<file path="config.mk">
export PLATFORM = sky130hd
export DESIGN_NAME = decode_nw
export DESIGN_NICKNAME = d
export VERILOG_FILES = /design/src/rtl/decode_nw.sv
export SDC_FILE = /design/constraint.sdc
export NUM_CORES = 1
export LEC_CHECK = 0
export ABC_CLOCK_PERIOD_IN_PS = 5230
export BUFFER_PORTS_ARGS = -buffer_cell sky130_fd_sc_hd__buf_2
export CAP_MARGIN = 15
export CELL_PAD_IN_SITES_DETAIL_PLACEMENT = 0
export CELL_PAD_IN_SITES_GLOBAL_PLACEMENT = 1
export CORE_ASPECT_RATIO = 1.25
export CORE_MARGIN = 1.5
export CORE_UTILIZATION = 44
export DETAILED_ROUTE_END_ITERATION = 10
export PLACE_DENSITY_LB_ADDON = 0.1
export SLEW_MARGIN = 0
export SYNTH_ARGS = -nofsm -noshare
export SYNTH_HDL_FRONTEND = slang
export SYNTH_SLANG_ARGS = --single-unit
export TNS_END_PERCENT = 20
</file>
<file path="constraint.sdc">
create_clock -name clk -period 5.23 [get_ports clk]
set_input_delay 0.2615 -clock clk [delete_from_list [all_inputs] [get_ports clk]]
set_output_delay 0.2615 -clock clk [all_outputs]
set_load 0.02 [all_outputs]
</file>
<file path="src/rtl/decode_nw.sv">
// decode_nw: N-wide decode stage with a 2-entry OUT/SKID buffer between fetch and rename.
// Define DECODE_ILLEGAL_TRAP_EN to keep illegal lanes as traps (illegal_mask) instead of dropping them.
package decode_nw_pkg;
    localparam int CPU_ADDR_BITS = 32;
    localparam int CPU_INST_BITS = 32;
    localparam logic [6:0] OP_LUI    = 7'h37;
    localparam logic [6:0] OP_AUIPC  = 7'h17;
    localparam logic [6:0] OP_JAL    = 7'h6F;
    localparam logic [6:0] OP_JALR   = 7'h67;
    localparam logic [6:0] OP_BRANCH = 7'h63;
    localparam logic [6:0] OP_LOAD   = 7'h03;
    localparam logic [6:0] OP_STORE  = 7'h23;
    localparam logic [6:0] OP_ARI_I  = 7'h13;
    localparam logic [6:0] OP_ARI_R  = 7'h33;
    localparam logic [6:0] OP_CSR    = 7'h73;
    localparam logic [6:0] FNC7_MULDIV  = 7'h01;
    localparam logic [6:0] FNC7_SUB_SRA = 7'h20;
    localparam logic [2:0] F3_SRL_SRA   = 3'b101;
    localparam logic [3:0] UOP_ADD      = 4'h0;

    typedef struct packed {
        logic [CPU_ADDR_BITS-1:0] pc;
        logic                     is_valid;
        logic                     has_rd;
        logic [4:0]               rd;
        logic [4:0]               rs1;
        logic [4:0]               rs2;
        logic [31:0]              imm;
        logic                     alu_a_sel;
        logic                     alu_b_sel;
        logic                     is_branch;
        logic                     is_jump;
        logic                     is_load;
        logic                     is_store;
        logic                     is_muldiv;
        logic [3:0]               uop;
        logic [2:0]               uop_br;
    } decoded_inst_t;

    function automatic logic is_legal(input logic [6:0] op);
        return op inside {OP_LUI, OP_AUIPC, OP_JAL, OP_JALR, OP_BRANCH,
                          OP_LOAD, OP_STORE, OP_ARI_I, OP_ARI_R, OP_CSR};
    endfunction

    function automatic decoded_inst_t decode(input logic [CPU_ADDR_BITS-1:0] pc,
                                             input logic [CPU_INST_BITS-1:0] i);
        decoded_inst_t d;
        logic [6:0] op;
        logic [6:0] f7;
        logic [2:0] f3;
        op = i[6:0];
        f3 = i[14:12];
        f7 = i[31:25];
        d = '0;
        d.pc        = pc;
        d.rd        = i[11:7];
        d.rs1       = i[19:15];
        d.rs2       = i[24:20];
        d.is_valid  = is_legal(op);
        // x0 destinations never reach rename
        d.has_rd    = (op inside {OP_LUI, OP_AUIPC, OP_JAL, OP_JALR, OP_LOAD, OP_ARI_I, OP_ARI_R}) && i[11:7] != 5'd0;
        d.imm       = (op inside {OP_ARI_I, OP_LOAD, OP_JALR}) ? {{20{i[31]}}, i[31:20]} :
                      op == OP_STORE  ? {{20{i[31]}}, i[31:25], i[11:7]} :
                      op == OP_BRANCH ? {{19{i[31]}}, i[31], i[7], i[30:25], i[11:8], 1'b0} :
                      (op inside {OP_LUI, OP_AUIPC}) ? {i[31:12], 12'h000} :
                      op == OP_JAL    ? {{11{i[31]}}, i[31], i[19:12], i[20], i[30:21], 1'b0} : 32'h0;
        d.alu_a_sel = op inside {OP_AUIPC, OP_JAL, OP_BRANCH};
        d.alu_b_sel = op != OP_ARI_R;
        d.is_branch = op == OP_BRANCH;
        d.is_jump   = op == OP_JAL || op == OP_JALR;
        d.is_load   = op == OP_LOAD;
        d.is_store  = op == OP_STORE;
        d.is_muldiv = op == OP_ARI_R && f7 == FNC7_MULDIV;
        d.uop       = (op == OP_ARI_R || op == OP_ARI_I) ?
                          {f7 == FNC7_SUB_SRA && (op == OP_ARI_R || f3 == F3_SRL_SRA), f3} :
                      (op == OP_LOAD || op == OP_STORE) ? {1'b0, f3} : UOP_ADD;
        d.uop_br    = op == OP_BRANCH ? f3 : 3'b000;
        return d;
    endfunction
endpackage

module decode_nw
    import decode_nw_pkg::*;
#(
    parameter int DECODE_WIDTH = 2
) (
    input  logic                                         clk,
    input  logic                                         rst,
    input  logic                                         flush,
    output logic                                         decode_rdy,
    input  logic [DECODE_WIDTH-1:0][CPU_ADDR_BITS-1:0]   inst_pc,
    input  logic [DECODE_WIDTH-1:0][CPU_INST_BITS-1:0]   inst,
    input  logic [DECODE_WIDTH-1:0]                      inst_val,
    input  logic                                         rename_rdy,
    output decoded_inst_t [DECODE_WIDTH-1:0]             decode_inst,
    output logic                                         decode_val,
    output logic [DECODE_WIDTH-1:0]                      illegal_mask
);
    typedef struct packed {
        decoded_inst_t [DECODE_WIDTH-1:0] l;
        logic [DECODE_WIDTH-1:0]          ill;
    } bundle_t;

    bundle_t dec, out_q, skid_q, out_n, skid_n;
    logic out_full, skid_full, in_fire, out_fire, sk2o, to_out;
`ifdef DECODE_ILLEGAL_TRAP_EN
    logic sq;
`endif

    always_comb begin
        dec = '0;
`ifdef DECODE_ILLEGAL_TRAP_EN
        sq = 1'b0;
`endif
        for (int k = 0; k < DECODE_WIDTH; k++) begin
`ifdef DECODE_ILLEGAL_TRAP_EN
            // first illegal lane becomes a trap carrier; younger lanes are squashed
            if (inst_val[k] && !sq) begin
                if (is_legal(inst[k][6:0])) begin
                    dec.l[k] = decode(inst_pc[k], inst[k]);
                end else begin
                    dec.l[k].is_valid = 1'b1;
                    dec.l[k].pc       = inst_pc[k];
                    dec.l[k].rd       = inst[k][11:7];
                    dec.l[k].rs1      = inst[k][19:15];
                    dec.l[k].rs2      = inst[k][24:20];
                    dec.ill[k]        = 1'b1;
                    sq                = 1'b1;
                end
            end
`else
            if (inst_val[k] && is_legal(inst[k][6:0])) dec.l[k] = decode(inst_pc[k], inst[k]);
`endif
        end
    end

    always_comb begin
        out_full  = 1'b0;
        skid_full = 1'b0;
        for (int k = 0; k < DECODE_WIDTH; k++) begin
            out_full  |= out_q.l[k].is_valid;
            skid_full |= skid_q.l[k].is_valid;
        end
    end

    assign decode_rdy   = !skid_full;
    assign decode_val   = out_full;
    assign decode_inst  = out_q.l;
    assign illegal_mask = out_q.ill;
    assign in_fire      = |inst_val && decode_rdy;
    assign out_fire     = decode_val && rename_rdy;
    assign sk2o         = out_fire && skid_full;
    assign to_out       = in_fire && (!out_full || out_fire);

    always_comb begin
        out_n  = sk2o ? skid_q : to_out ? dec : out_fire ? '0 : out_q;
        skid_n = sk2o ? '0 : (in_fire && !to_out) ? dec : skid_q;
    end

    always_ff @(posedge clk) begin
        if (rst || flush) begin
            out_q  <= '0;
            skid_q <= '0;
        end else begin
            out_q  <= out_n;
            skid_q <= skid_n;
        end
    end

    always_ff @(posedge clk) begin
        if (!rst) assert ((inst_val & (inst_val + 1'b1)) == '0);
    end
endmodule

</file>
* Word level (Yosys, flattened, before mapping)
Cells that the tools add are included. Widths: inputs -> output; s select.
Word-level totals: output and inout bits 194, register bits after elaboration 382, logic and storage cells 157
Operators by class: eq/ne operators 28, mux-type cells 21, reductions and logical operators 41, bitwise operators 2
Operators by type and width (number):
- $mux 192 | 3
- $mux 32 | 10
- $mux 95 | 2
- $eq 7x6->1 const B | 8
- $eq 7x7->1 const B | 8
- $eq 7x5->1 const B | 4
- $reduce_bool 10->1 | 2
- $reduce_bool 3->1 | 5
- $eq 7x1->1 const B | 2
- $eq 7x2->1 const B | 2
- $ne 7x6->1 const B | 2
- $reduce_bool 7->1 | 2
- $logic_and 1x1->1 | 13
- $mux 3 | 4
- $logic_or 1x1->1 | 10
- $reduce_bool 5->1 | 2
- $mux 4 | 2
- $eq 3x3->1 const B | 2
- $reduce_bool 2->1 | 2
- $reduce_or 2->1 | 2
- $logic_not 1->1 | 3
- $or 1x1->1 | 2

* Longest topological paths before layout
depth in word-level cells 9, mapped depth 8

* Worst setup path after synthesis
OpenSTA, ideal clock, no wires.
path type reg-to-reg, from register out_q, in the netlist decode_inst[157], to register out_q, in the netlist decode_inst[28], setup slack 3.284 ns, clock period less this slack 1.946 ns, stages on the path, launching flop included 9, setup time 0.070 ns, arrival 1.877 ns, buffers on the path 4, cells stage by stage dfxtp_1 > or2_2 > clkbuf_1 > o21a_1 > buf_2 > buf_6 > clkbuf_1 > a21oi_1 > a21oi_1
On the way: cells in the longest elaborated chain, start to end 6, elaborated cells on any way between the ends 9, classes of those cells 2 x mux; 1 x bitwise; 6 x reduce/logical
Ends and longest elaborated chain:
- start: declaration | line 104 | bundle_t dec, out_q, skid_q, out_n, skid_n;
- start signal: assignment | line 165 | out_q <= out_n;
- $or 1x1->1 * | line 141 | out_full |= out_q.l[k].is_valid;
- named net decode_val | line 96 | output logic decode_val,
- $logic_not 1->1 / $logic_and 1x1->1 (equally long branches) | line 153, 151
- $logic_or 1x1->1 | line 153 | assign to_out = in_fire && (!out_full || out_fire);
- $logic_and 1x1->1 | line 153
- $mux 192 (2 in series) | line 156 | out_n = sk2o ? skid_q : to_out ? dec : out_fire ? '0 : out_q;
The timed path passes the listed nets; every way through them passes the cells marked *. A chain may end at the register's enable or synchronous reset.

* Worst setup path after layout
from register out_q, in the netlist decode_inst[157], to register skid_q[86] in the netlist's numbering
On the way: cells in the longest elaborated chain, start to end 6, elaborated cells on any way between the ends 9, classes of those cells 1 x bitwise; 8 x reduce/logical
Ends and longest elaborated chain:
- $or 1x1->1 * | line 141
- $logic_not 1->1 / $logic_and 1x1->1 (equally long branches) | line 153, 151
- $logic_or 1x1->1 | line 153
- $logic_and 1x1->1 | line 153
- $logic_not 1->1 | line 157 | skid_n = sk2o ? '0 : (in_fire && !to_out) ? dec : skid_q;
- $logic_and 1x1->1 | line 157
- end signal: assignment | line 166 | skid_q <= skid_n;
- end: declaration | line 104
Every way passes the cells marked *; elsewhere a longest branch is shown, timed or not.

==> implementation parameters <==
Parameter                              Value

Worst hold path
  Hold_sp    inst[61]
  Worst Hold Path Cells    3
  Hold Crit Endpoint    decode_inst[118]
  Path type of the worst min-delay path    input port to flop

Power
  Internal power component    4.652 mW
  Combinational share of power    0.087
  Switching power as a share of total power    0.2441
  Areal power density over the cells    323.8 nW/µm²
  Net Sw Power    1.502 mW
  Leakage    7.114 nW
  Clock share of power    0.433
  Sequential group share of total power    0.480
  Worst-case vdd ir drop    251.8 µV

Critical path
  Critical path fanouts, max    50
  Worst path arrival time    3.39 ns
  Data required time of the critical path    5.70 ns
  Critical register-to-register path endpoint    skid_q[86]
  Type of element capturing the critical path    flop
  Class of the most critical setup path    flop to flop
  Setup slack on the worst flop-to-flop path    2.30 ns
  Cell depth of the worst flop-to-flop path    7
  Kind of launch point of the worst setup path    flop
  Critical register-to-register path startpoint    decode_inst[157]

Timing
  Final total negative setup slack    0 ns
  Shortest clock period the worst path allows after layout    2.927 ns
  Number of slew-limit violations in the final report    0
  Number of hold violations in the final report    0
  Unrepaired setup endpoints after global routing    no
  Achievable frequency    ~0.34 GHz
  Final setup viols    0
  Maximum clock skew at final layout    0.007592 ns
  Slew at the pin with the worst max-slew slack    ~1.2 ns
  Worst rel slew slack    0.1878
  Period Utilization, post-route    0.5597
  Final worst-path setup slack    2.303 ns

GRT
  Pin count of the biggest net entering global routing    105
  Wire length of the first global-routing pass    around 80 mm
  Initial antenna violation count    2
  Via count of the first global-routing pass    14420
  Total routing resource utilization after global routing    0.2732
  Final global-route overflow total    0

Clock tree
  Clock Tree Buf Depth    3
  # clock sinks    380
  Number of setup buffers added after CTS    0
  CTS tree    yes
  Post-CTS sizing    0
  Skew-Pair Late Insertion Delay    about 0.54 ns
  Num CTS Buffers    39
  Root buffer selected by CTS    sky130_fd_sc_hd__clkbuf_16
  H-tree Lvls    2
  Clock-pin slew reported for the worst setup and hold paths after clock tree synthesis    0.07 ns
  Hold Buf Count CTS    70

Floorplan
  Chip Height    about 210 µm
  Std-Cell Core Area    ~35000 µm²
  I/O pin total    approximately 330
  Die ar.    36510 µm²
  Site Rows    76
  Effective utilization at floorplan    0.4496
  Die width    approximately 170 µm

Finish
  Most used cells in the layout excluding fill and tap cells    sky130_fd_sc_hd__dfxtp_1 (380), sky130_fd_sc_hd__buf_2 (325), sky130_fd_sc_hd__nor2_1 (291), sky130_fd_sc_hd__o21ai_0 (225), sky130_fd_sc_hd__a21oi_1 (148)
  Count of filler cells inserted in the layout    3444
  Area growth from synthesis to layout    22.12%
  Leading cell type in the layout, fill and taps excluded    sky130_fd_sc_hd__dfxtp_1
  Final-stage net count    approximately 2200
  Share of cells above drive strength 1    0.2054

Detailed routing
  Wire per inst    19.92 µm
  Count of unresolved DRC violations after routing    0
  Drt pass-1 iters    6
  Post-detailed-route via-to-cell ratio    around 6
  Detailed router's first-iteration violation count    1429
  Routed wire length    51.33 mm
  Routed via count    15100
  Number of nets with antenna violations after detailed routing    0

Flow run
  Max capacitance violation total    0

Place
  Final weighted congestion in routability-driven placement    about 0.85
  Input/output buffers    between 300 and 400
  DP HPWL    around 32 mm
  Setup WS pre-CTS    between 1.5 and 2 ns

Synth
  Instance count of the mapped netlist    1805
  Synth warnings    0
  Synth Flop Type    sky130_fd_sc_hd__dfxtp_1
  Proportion of synthesized flip-flops having asynchronous set or reset    0
  Area of the mapped netlist    15560 µm²
  Total of flip-flops plus latches after synthesis    between 300 and 400
  Number of flops mapped to enable cells by yosys    0
  Register area share after synthesis    0.4888
  Number of distinct library cells after synthesis    between 60 and 70
  Syn avg cell area    around 8.6 µm²

Run status
  Result of the run    finished, final reports clean
Yosys cell counts, types with 6 or more instances:
cell / n / share of area
sky130_fd_sc_hd__a22oi_1: 138 / 0.067
sky130_fd_sc_hd__dfxtp_1: 380 / 0.49
sky130_fd_sc_hd__nor2_1: 292 / 0.070
sky130_fd_sc_hd__nor4_1: 6 / 0.0024
sky130_fd_sc_hd__a21oi_1: 148 / 0.048
sky130_fd_sc_hd__o21ai_0: 225 / 0.072
sky130_fd_sc_hd__a32oi_1: 7 / 0.0039
sky130_fd_sc_hd__a221oi_1: 119 / 0.067
sky130_fd_sc_hd__and2_1: 14 / 0.0056
sky130_fd_sc_hd__buf_6: 16 / 0.012
sky130_fd_sc_hd__clkbuf_1: 91 / 0.022
sky130_fd_sc_hd__nor3_1: 11 / 0.0035
sky130_fd_sc_hd__nand2_1: 70 / 0.017
sky130_fd_sc_hd__o21a_1: 11 / 0.0053
sky130_fd_sc_hd__buf_4: 18 / 0.0087
sky130_fd_sc_hd__a21o_1: 6 / 0.0029
sky130_fd_sc_hd__inv_1: 8 / 0.0019
sky130_fd_sc_hd__a22o_1: 8 / 0.0045
sky130_fd_sc_hd__nand4_1: 7 / 0.0028
sky130_fd_sc_hd__buf_2: 45 / 0.014
sky130_fd_sc_hd__nand2b_1: 9 / 0.0036
sky130_fd_sc_hd__a222oi_1: 12 / 0.0077
sky130_fd_sc_hd__buf_1: 11 / 0.0027
sky130_fd_sc_hd__nand3_1: 68 / 0.022
worst max-delay path by stage:
| stage | startpoint | end | slack [ns] | cells past startpoint |
|---|---|---|---|---|
| global route | decode_inst[157] | skid_q[77] | 2.02 | 7 |
| global placement | inst[38] | decode_inst[133] | 1.89 | 7 |
| finish | decode_inst[157] | skid_q[86] | 2.30 | 7 |
| floorplan | decode_inst[157] | decode_inst[28] | 3.28 | 8 |
| CTS | decode_inst[157] | skid_q[90] | 2.29 | 7 |
| detailed placement | inst[36] | decode_inst[181] | 1.86 | 7 |
metal layers:
metal / GRT usage / vias up / share of wire
li1: - / 7186 / -
met1: 0.3470 / 7279 / 0.41
met2: 0.4543 / 545 / 0.48
met3: 0.05524 / 91 / 0.068
met4: 0.1062 / 2 / 0.032
met5: 0 / - / 0.00014
sequential cells by signal, indices dropped and copies added, names as in the netlist:
register     cells
skid_q         190
decode_inst    190
metrics by stage:
| step | power (mW) | area (µm²) | hold slack [ns] | util | instances |
|---|---|---|---|---|---|
| final | 6.154 | 19000 | 0.01896 | 0.5491 | 2577 |
| after global routing | 6.377 | 19000 | 0.01312 | 0.5491 | 2577 |
| after CTS | 6.207 | 19000 | 0.002211 | 0.5490 | 2576 |
| after detailed placement | 3.510 | 17100 | 0.4441 | 0.4940 | 2442 |
| after global placement | 3.509 | 17100 | 0.4358 | 0.4940 | 2442 |
| after floorplan | 3.312 | 15570 | 0.4020 | - | 1806 |
logic make-up (layout without fill, tap and decap cells):
group | count (synthesis) | in the layout | share of synthesized area
AOI/OAI and AO/OA | 718 | 718 | 0.3000
and+or+nand+nor | 517 | 517 | 0.1496
DFF | 380 | 380 | 0.4888
buffers and inverters | 189 | 491 | 0.06126
other | 1 | 3 | 0.0002410
worst max-delay path: stages (launching register included):
cell and delay, ns:
sky130_fd_sc_hd__dfxtp_1 0.41, sky130_fd_sc_hd__o21bai_1 0.19, sky130_fd_sc_hd__nor4_4 0.23, sky130_fd_sc_hd__buf_4 0.36, sky130_fd_sc_hd__o311a_2 0.99, sky130_fd_sc_hd__buf_4 0.39, sky130_fd_sc_hd__a22oi_1 0.11, sky130_fd_sc_hd__nor2_1 0.13
layout make-up:
| cell class | count | area (µm²) | share of cell area |
|---|---|---|---|
| diodes | 1 | 2.502 | 0.0001317 |
| clock buffers | 57 | 1166 | 0.06136 |
| clock inverters | 7 | 35.03 | 0.001843 |
| inverters | 8 | 30.03 | 0.001580 |
| multi-input cells | 1237 | 7071 | 0.3720 |
| flip-flops and latches | 380 | 7607 | 0.4003 |
| well taps | 468 | 585.6 | 0.03081 |
| repair buffers | 419 | 2507 | 0.1319 |
power groups by stage:
| stage | Combinational, mW | Clock, mW | Sequential (mW) |
|---|---|---|---|
| finish | 0.537 | 2.67 | 2.95 |
| global route | 0.587 | 2.84 | 2.95 |
| CTS | 0.538 | 2.72 | 2.95 |
| detailed placement | 0.495 | 0 | 3.01 |
| global placement | 0.494 | 0 | 3.01 |
| floorplan | 0.252 | 0 | 3.06 |
(Power assumes the default switching activity.)
